File: src/rtl/exu_alu_issue_pkg.sv
// Shared encodings for the execute-stage ALU sequencer: ALU opcodes, branch
// types, FSM states and a small branch-classification helper.
package exu_alu_issue_pkg;

  localparam logic [3:0] ALU_OP_ADD           = 4'd0;
  localparam logic [3:0] ALU_OP_SUB           = 4'd1;
  localparam logic [3:0] ALU_OP_AND           = 4'd2;
  localparam logic [3:0] ALU_OP_OR            = 4'd3;
  localparam logic [3:0] ALU_OP_XOR           = 4'd4;
  localparam logic [3:0] ALU_OP_SLL           = 4'd5;
  localparam logic [3:0] ALU_OP_SRL           = 4'd6;
  localparam logic [3:0] ALU_OP_SRA           = 4'd7;
  localparam logic [3:0] ALU_OP_LESS_SIGNED   = 4'd8;
  localparam logic [3:0] ALU_OP_LESS_UNSIGNED = 4'd9;

  localparam logic [2:0] BR_NONE = 3'd0;
  localparam logic [2:0] BR_BEQ  = 3'd1;
  localparam logic [2:0] BR_BNE  = 3'd2;
  localparam logic [2:0] BR_BLT  = 3'd3;
  localparam logic [2:0] BR_BGE  = 3'd4;
  localparam logic [2:0] BR_BLTU = 3'd5;
  localparam logic [2:0] BR_BGEU = 3'd6;
  localparam logic [2:0] BR_JUMP = 3'd7;

  typedef enum logic [1:0] {
    S_IDLE = 2'd0,
    S_EXEC = 2'd1,
    S_DONE = 2'd2
  } state_t;

  function automatic logic is_cond_br(input logic [2:0] br);
    return (br != BR_NONE) && (br != BR_JUMP);
  endfunction

endpackage

File: src/rtl/exu_branch_resolve.sv
// Combinational branch/jump resolution: taken decision from the ALU flags,
// redirect target and link value (pc+4) for the execute stage.
module exu_branch_resolve
  import exu_alu_issue_pkg::*;
#(
  parameter int DATA_LEN = 32
) (
  input  logic [2:0]          br_type,
  input  logic                less,
  input  logic                zero,
  input  logic [DATA_LEN-1:0] pc,
  input  logic [DATA_LEN-1:0] imm,
  input  logic [DATA_LEN-1:0] alu_result,
  output logic                taken,
  output logic [DATA_LEN-1:0] target,
  output logic [DATA_LEN-1:0] link
);

  logic [DATA_LEN-1:0] br_target;

  // Conditional branches use their own adder because the ALU is busy comparing.
  assign br_target = pc + imm;
  assign link      = pc + DATA_LEN'(4);

  always_comb begin
    taken  = 1'b0;
    target = br_target;
    case (br_type)
      BR_BEQ:           taken = zero;
      BR_BNE:           taken = !zero;
      BR_BLT, BR_BLTU:  taken = less;
      BR_BGE, BR_BGEU:  taken = !less;
      BR_JUMP: begin
        taken  = 1'b1;
        target = {alu_result[DATA_LEN-1:1], 1'b0};
      end
      default:          taken = 1'b0;
    endcase
  end

endmodule

File: src/rtl/exu_alu_issue.sv
// Execute-stage sequencer: latches one decoded instruction, drives the external
// combinational ALU for one cycle, and holds the resolved result for writeback.
module exu_alu_issue
  import exu_alu_issue_pkg::*;
#(
  parameter int DATA_LEN = 32,
  parameter int RD_W     = 5
) (
  input  logic                clock,
  input  logic                reset,
  input  logic                in_valid,
  output logic                in_ready,
  input  logic [DATA_LEN-1:0] in_pc,
  input  logic [DATA_LEN-1:0] in_rs1,
  input  logic [DATA_LEN-1:0] in_rs2,
  input  logic [DATA_LEN-1:0] in_imm,
  input  logic                in_src1_pc,
  input  logic                in_src2_imm,
  input  logic [3:0]          in_alu_op,
  input  logic [2:0]          in_br_type,
  input  logic [RD_W-1:0]     in_rd,
  input  logic                in_wen,
  output logic [DATA_LEN-1:0] alu_src1,
  output logic [DATA_LEN-1:0] alu_src2,
  output logic [3:0]          alu_control,
  input  logic [DATA_LEN-1:0] alu_result_i,
  input  logic                alu_less_i,
  input  logic                alu_zero_i,
  output logic                out_valid,
  input  logic                out_ready,
  output logic [DATA_LEN-1:0] out_result,
  output logic [RD_W-1:0]     out_rd,
  output logic                out_wen,
  output logic                out_redirect,
  output logic [DATA_LEN-1:0] out_redirect_pc,
  output logic [1:0]          dbg_state
);

  // Handshakes: a transfer happens on a rising edge where valid && ready.
  // in_ready depends combinationally on out_ready so a finishing result and
  // the next instruction can hand over in the same cycle.

  state_t              state;
  logic [DATA_LEN-1:0] pc_q, rs1_q, rs2_q, imm_q;
  logic                src1_pc_q, src2_imm_q, wen_q;
  logic [3:0]          op_q;
  logic [2:0]          br_q;
  logic [RD_W-1:0]     rd_q;
  logic                accept, cond_br, taken;
  logic [DATA_LEN-1:0] target, link;

  assign in_ready  = (state == S_IDLE) || ((state == S_DONE) && out_ready);
  assign accept    = in_valid && in_ready;
  assign cond_br   = is_cond_br(br_q);
  assign dbg_state = state;

  // Conditional branches always compare rs1 against rs2.
  assign alu_src1 = (src1_pc_q && !cond_br) ? pc_q : rs1_q;
  assign alu_src2 = (src2_imm_q && !cond_br) ? imm_q : rs2_q;

  always_comb begin
    case (br_q)
      BR_BEQ, BR_BNE:   alu_control = ALU_OP_SUB;
      BR_BLT, BR_BGE:   alu_control = ALU_OP_LESS_SIGNED;
      BR_BLTU, BR_BGEU: alu_control = ALU_OP_LESS_UNSIGNED;
      default:          alu_control = op_q;
    endcase
  end

  exu_branch_resolve #(.DATA_LEN(DATA_LEN)) u_branch_resolve (
    .br_type    (br_q),
    .less       (alu_less_i),
    .zero       (alu_zero_i),
    .pc         (pc_q),
    .imm        (imm_q),
    .alu_result (alu_result_i),
    .taken      (taken),
    .target     (target),
    .link       (link)
  );

  always_ff @(posedge clock) begin
    if (reset) begin
      state           <= S_IDLE;
      pc_q            <= '0;
      rs1_q           <= '0;
      rs2_q           <= '0;
      imm_q           <= '0;
      src1_pc_q       <= 1'b0;
      src2_imm_q      <= 1'b0;
      op_q            <= '0;
      br_q            <= '0;
      rd_q            <= '0;
      wen_q           <= 1'b0;
      out_valid       <= 1'b0;
      out_result      <= '0;
      out_rd          <= '0;
      out_wen         <= 1'b0;
      out_redirect    <= 1'b0;
      out_redirect_pc <= '0;
    end else begin
      if (accept) begin
        pc_q       <= in_pc;
        rs1_q      <= in_rs1;
        rs2_q      <= in_rs2;
        imm_q      <= in_imm;
        src1_pc_q  <= in_src1_pc;
        src2_imm_q <= in_src2_imm;
        op_q       <= in_alu_op;
        br_q       <= in_br_type;
        rd_q       <= in_rd;
        wen_q      <= in_wen;
      end
      case (state)
        S_IDLE: if (accept) state <= S_EXEC;
        S_EXEC: begin
          state           <= S_DONE;
          out_valid       <= 1'b1;
          out_result      <= (br_q == BR_JUMP) ? link : (cond_br ? '0 : alu_result_i);
          out_rd          <= rd_q;
          out_wen         <= wen_q && !cond_br;
          out_redirect    <= taken;
          out_redirect_pc <= target;
        end
        S_DONE: begin
          if (out_ready) begin
            out_valid <= 1'b0;
            state     <= accept ? S_EXEC : S_IDLE;
          end
        end
        default: state <= S_IDLE;
      endcase
    end
  end

endmodule

File: config.mk
export PLATFORM = sky130hd
export DESIGN_NAME = exu_alu_issue
export DESIGN_NICKNAME = d
export VERILOG_FILES = /design/src/rtl/exu_alu_issue_pkg.sv /design/src/rtl/exu_branch_resolve.sv /design/src/rtl/exu_alu_issue.sv
export SDC_FILE = /design/constraint.sdc
export NUM_CORES = 1
export LEC_CHECK = 0
export BUFFER_PORTS_ARGS = -buffer_cell sky130_fd_sc_hd__buf_2
export CAP_MARGIN = 20
export CORE_MARGIN = 3
export CORE_UTILIZATION = 35
export CTS_CLUSTER_SIZE = 25
export DETAILED_ROUTE_END_ITERATION = 6
export GPL_TIMING_DRIVEN = 1
export PLACE_DENSITY = 0.56
export SETUP_SLACK_MARGIN = 0.3
export SKIP_LAST_GASP = 1
export SYNTH_ARGS = -nofsm -noshare
export SYNTH_HDL_FRONTEND = slang
export SYNTH_SLANG_ARGS = --single-unit
File: constraint.sdc
create_clock -name clock -period 7.1 [get_ports clock]
set_input_delay 0.355 -clock clock [delete_from_list [all_inputs] [get_ports clock]]
set_output_delay 0.355 -clock clock [all_outputs]
set_load 0.05 [all_outputs]
Yosys cells after proc, flatten, opt, wreduce, memory -nomap -nowiden:

Index checks and enable logic that the tools add are counted.

* flip-flop bits (word level): 217

* $add $sub $neg: 2
* equal/unequal tests: 12
* mux-type cells: 13
* reductions and logical operators: 20

Operators with widths (count)
* 32-bit 2-to-1 mux: 5
* 32-bit by 3-bit adder with 32-bit output, second input constant: 1
* 32-bit adder: 1
* 3-bit equality test, second input constant: 4
* 4-bit one-hot mux with 3 select lines: 1
* 2-bit OR reduction: 5
* 3-bit by 2-bit equality test with 1-bit output, second input constant: 2
* 1-bit logical AND: 6
* 2-bit one-hot mux with 3 select lines: 1
* 1-bit one-hot mux with 5 select lines: 1
* 2-bit 2-to-1 mux: 2
* 2-bit != test, second input constant: 2
* 2-bit AND reduction: 2
* 3-bit by 1-bit equality test with 1-bit output, second input constant: 1
* 1-bit zero test: 3
* 3-bit != test, second input constant: 1
* 3-bit nonzero test: 1
* 2-bit by 1-bit equality test with 1-bit output, second input constant: 1
* 2-bit equality test, second input constant: 1
* 2-bit zero test: 1
* 1-bit 2-to-1 mux: 2
* 1-bit one-hot mux with 2 select lines: 1
* 2-bit nonzero test: 1
* 1-bit logical OR: 1

Logic depth before layout (Yosys ltp):

* depth after elaboration: 7
* mapped depth: 10
* depth with buffers taken out: 10

By module:

A second synthesis with hierarchy kept.

* cells, all modules: 1438
* area total of the unflattened synthesis: 12733.5 um^2

Modules (own cells, without submodules)
* exu_alu_issue: instances 1, cells an instance 1035, area each 10157.2 um^2, sequential area each 4344.2 um^2
* exu_branch_resolve: instances 1, cells an instance 403, area each 2576.2 um^2, sequential area each 0.0 um^2

Worst setup path after synthesis:

No wires, ideal clock.

* path kind: reg2out
* from: register br_q[0]
* to: output alu_src1[15]
* data arrival time: 2642 ps
* setup slack: 4103 ps
* stages on the path, launching flop included: 7
* buffers on the path: 2
* cell sequence: dfxtp_1 > clkbuf_1 > nor3_1 > or2_0 > nand2_1 > clkbuf_1 > o21ai_0

* longest elaborated chain between the ends: 5
* elaborated cells on any way between the ends: 6
* those cells by class: eq/ne: 1; mux: 1; reduce/logical: 4

Ends and longest elaborated chain
* start, declared: RTL line exu_alu_issue.sv:47 `logic [2:0] br_q;`
* start signal, assigned: RTL line exu_alu_issue.sv:110 `br_q <= in_br_type;`
* 3-bit != test or 3-bit nonzero test (tied branches): RTL line exu_alu_issue_pkg.sv:32 `return (br != BR_NONE) && (br != BR_JUMP);`
* 1-bit logical AND *: RTL line exu_alu_issue_pkg.sv:32
* 1-bit zero test *: RTL line exu_alu_issue.sv:58 `assign alu_src1 = (src1_pc_q && !cond_br) ? pc_q : rs1_q;`
* 1-bit logical AND *: RTL line exu_alu_issue.sv:58
* 32-bit 2-to-1 mux *: RTL line exu_alu_issue.sv:58
* end, declared: RTL line exu_alu_issue.sv:23 `output logic [DATA_LEN-1:0] alu_src1,`

Mark *: on every way between the ends. The rest lies on a longest branch, timed or not.

Final worst setup path:

* from: register br_q[0]
* to: output alu_src2[29]

* longest elaborated chain between the ends: 5
* elaborated cells on any way between the ends: 6
* those cells by class: eq/ne: 1; mux: 1; reduce/logical: 4

Ends and longest elaborated chain
* 3-bit != test or 3-bit nonzero test (tied branches): RTL line exu_alu_issue_pkg.sv:32
* 1-bit logical AND *: RTL line exu_alu_issue_pkg.sv:32
* 1-bit zero test *: RTL line exu_alu_issue.sv:59 `assign alu_src2 = (src2_imm_q && !cond_br) ? imm_q : rs2_q;`
* 1-bit logical AND *: RTL line exu_alu_issue.sv:59
* 32-bit 2-to-1 mux *: RTL line exu_alu_issue.sv:59
* end, declared: RTL line exu_alu_issue.sv:24 `output logic [DATA_LEN-1:0] alu_src2,`

Marks and branches as above.

==> results.cfg <==
[setup_path]
critPathKind = reg -> out
crit_path_end_kind = output pin
cp_max_fo = 66
worstSetupStartpointType = flop
r2r_setup_slack_ns = 3.86
worstPathRequired_ns = 6.74
arrival_ns = 3.26

[sta]
grt_setup_unrepaired = no
fin_crit_ns = 3.618
setup_viol = 0
min_period_over_period = 0.5095
relSlewSlack = 0.2911
fin_tns_setup_ns = 0
drv_slew = 0
fmax_mhz = 276.4
tightest_slew_ns = 1.063
finClkSkew_ns = 0.01578
hold_violations = 0

[placed_design]
hpwl_um = 30060
io_buffers = 323
gp_congestion = 0.9101

[pwr]
vdd_drop_max_mv = 0.1592
switching_share = 0.3228
internal_power_mw = 2.357
power_leakage_nw = 6.048
power_switching_mw = 1.123
powerDensity_nw_per_um2 = 254.0
seq_power_share = 0.397
pwr-share-clk = 0.398
pwr-share-comb = 0.206

[detailed_routing]
drt-pass1-iter-count = 5
ant_nets = 0
finalWirelength_um = 41440
wire_per_inst_um = 19.79
dr_total_vias = 11160
drc = 0
drt_iter0_markers = 787
drt-vias-per-instance = 5.330

[logic_synthesis]
synth-simple-area-share = 0.2286
synth_compound_area_frac = 0.1906
synth_edf_count = 0
synth_area_per_cell_sq_um = 7.742
ys_types = 62
yosysWarningCount = 0
muxShareOfSynthArea = 0.06736
synth_top_area_frac = 0.3957
synth_nets = 1632
synth_common_cells = 361 x nand2_1, 217 x dfxtp_1, 199 x a21oi_1, 93 x clkbuf_1, 87 x nor2_1
synthXorXnorAreaFrac = 0.03909
syn_inst = 1418
synth_top_family_by_area = simple AND/OR/NAND/NOR gates
ys_seq_area_frac = 0.3957
synth_area_leaders = dfxtp_1 40%, nand2_1 12%, a21oi_1 9.1%
synth.ff_latch_count = 217
synth.largest_area_cell = dfxtp_1
async_flop_share = 0
ys.flop_type = dfxtp_1
yosysMostFrequentCell = nand2_1
synthAdderAreaFrac = 0.03829
netlist_area_sq_um = 10980

[floorplanning]
die_h_um = 183.1
initial_core_util = 0.3570
die-area_sq_um = 33530
rows = 64
die_x_um = 183.1
io_pins = 324
core_area_sq_um = 30750

[clock_network]
clk_latency_ns = 0.54
cts.repair.resized = 0
numCtsBuffers = 26
tritoncts = done
htree_levels = 1
postCtsSetupBuffers = 0
clock_sinks = 217
hold_buffers = 0
cts.clk_slew.worst_paths_ns = 0.06
root_buffer = clkbuf_16
cts_buffer_depth = 3

[global_routing]
grt_pass1_vias = 10284
grt_antenna_before_repair = 3
grt_remaining_overflow = 0
grt_pass1_wl_um = 61600
grt_usage = 0.2336
grt_max_degree = 133

[finish]
nets = 1890
syn_to_final_growth_pct = 24.82
finalCoreUtilization = 0.4456
layout-drive-gt1-share = 0.2695

[job]
maxCapViolCount = 0

[outcome]
outcome = completed

[worst_hold_path]
hp-class = in -> reg
[metrics by stage]
| step | setup slack (ns) | hold WS, ns | cell area, sq um | std cells | power [mW] |
|---|---|---|---|---|---|
| after global routing | 3.243 | 0.04257 | 13700 | 2094 | 3.623 |
| after detailed placement | 3.887 | 0.4435 | 12810 | 2044 | 2.118 |
| after CTS | 3.475 | 0.03722 | 13700 | 2092 | 3.502 |
| final | 3.482 | 0.05123 | 13700 | 2094 | 3.480 |
| after global placement | 3.979 | 0.4381 | 12810 | 2044 | 2.114 |
| after floorplan | 4.103 | 0.4317 | 10980 | 1418 | 1.875 |
[routing by layer]
layer / track usage / part of all wire / vias up
met5: 0 / 0 / -
met4: 0.06612 / 0.027 / 0
met3: 0.04086 / 0.073 / 64
met2: 0.3483 / 0.43 / 449
met1: 0.3466 / 0.47 / 5192
li1: - / - / 5455
[critical path: stages (launching register included)]
cell     delay [ns]
dfxtp_1        0.53
and3_2         0.24
buf_4          0.54
or2_0          0.34
nand2_1        0.21
buf_4          0.30
mux2_2         0.32
buf_2          0.21
[flip-flops by register name, summed over array words and instances, names as in the netlist]
signal / cells
br_q: 3
dbg_state: 2
imm_q: 32
op_q: 4
out_rd: 5
out_redirect: 1
out_redirect_pc: 32
out_result: 32
out_valid: 1
out_wen: 1
pc_q: 32
rd_q: 5
rs1_q: 32
rs2_q: 32
src1_pc_q: 1
src2_imm_q: 1
wen_q: 1
[worst paths after layout]
check	from	cells past startpoint	to
worst min-delay path	in_rs1[26]	3	rs1_q[26]
worst min register to register	op_q[2]	2	op_q[2]
worst max register to register	pc_q[0]	10	out_redirect_pc[24]
worst max-delay path	br_q[0]	7	alu_src2[29]
[cell usage in the layout (no fill, tap or decap), types with 4 or more instances in the layout]
cell       count
a31oi_1        9
nor3_1        51
o211ai_1       5
inv_1         12
buf_2        322
nor2_1        87
xor2_1        14
xnor2_1       35
clkinv_2       5
a311oi_1       7
a221oi_1      32
o22ai_1        4
clkbuf_8       4
nand3_1       29
nor2b_1        5
dfxtp_1      217
o21bai_1       7
o21ai_0       30
and3_1         8
ha_1          32
a21oi_1      199
buf_4         12
and2_1         4
a211oi_1      16
or3_1          5
a21o_1        17
clkbuf_16     27
and4_1         5
mux2_2        63
nand4_1       11
nand2_1      360
clkbuf_1       8
[final cells by class]
cell class | instances | area (sq um)
Tap cell | 396 | 495.5
Fill cell | 3210 | 17050
Clock inverter | 9 | 122.6
Sequential cell | 217 | 4344
Clock buffer | 39 | 760.7
Antenna cell | 2 | 5.005
Inverter | 12 | 45.04
Timing Repair Buffer | 335 | 1713
Multi-Input combinational cell | 1084 | 6217
[power groups by stage]
stage | Sequential, mW | Clock (mW) | Combinational, mW
global placement | 1.41 | 0 | 0.708
floorplan | 1.46 | 0 | 0.416
detailed placement | 1.41 | 0 | 0.712
global route | 1.39 | 1.46 | 0.771
CTS | 1.38 | 1.41 | 0.714
finish | 1.38 | 1.38 | 0.715
[cells by family (layout without fill, tap and decap cells)]
logic type	Yosys count	in the layout
buffers and inverters	117	395
other	0	2
xor gates and xnor gates	49	49
DFF	217	217
adders and majority gates	33	33
AOI/OAI and AO/OA	347	347
muxes	66	66
and+or+nand+nor	589	589
Power figures use the tool's default switching activity.
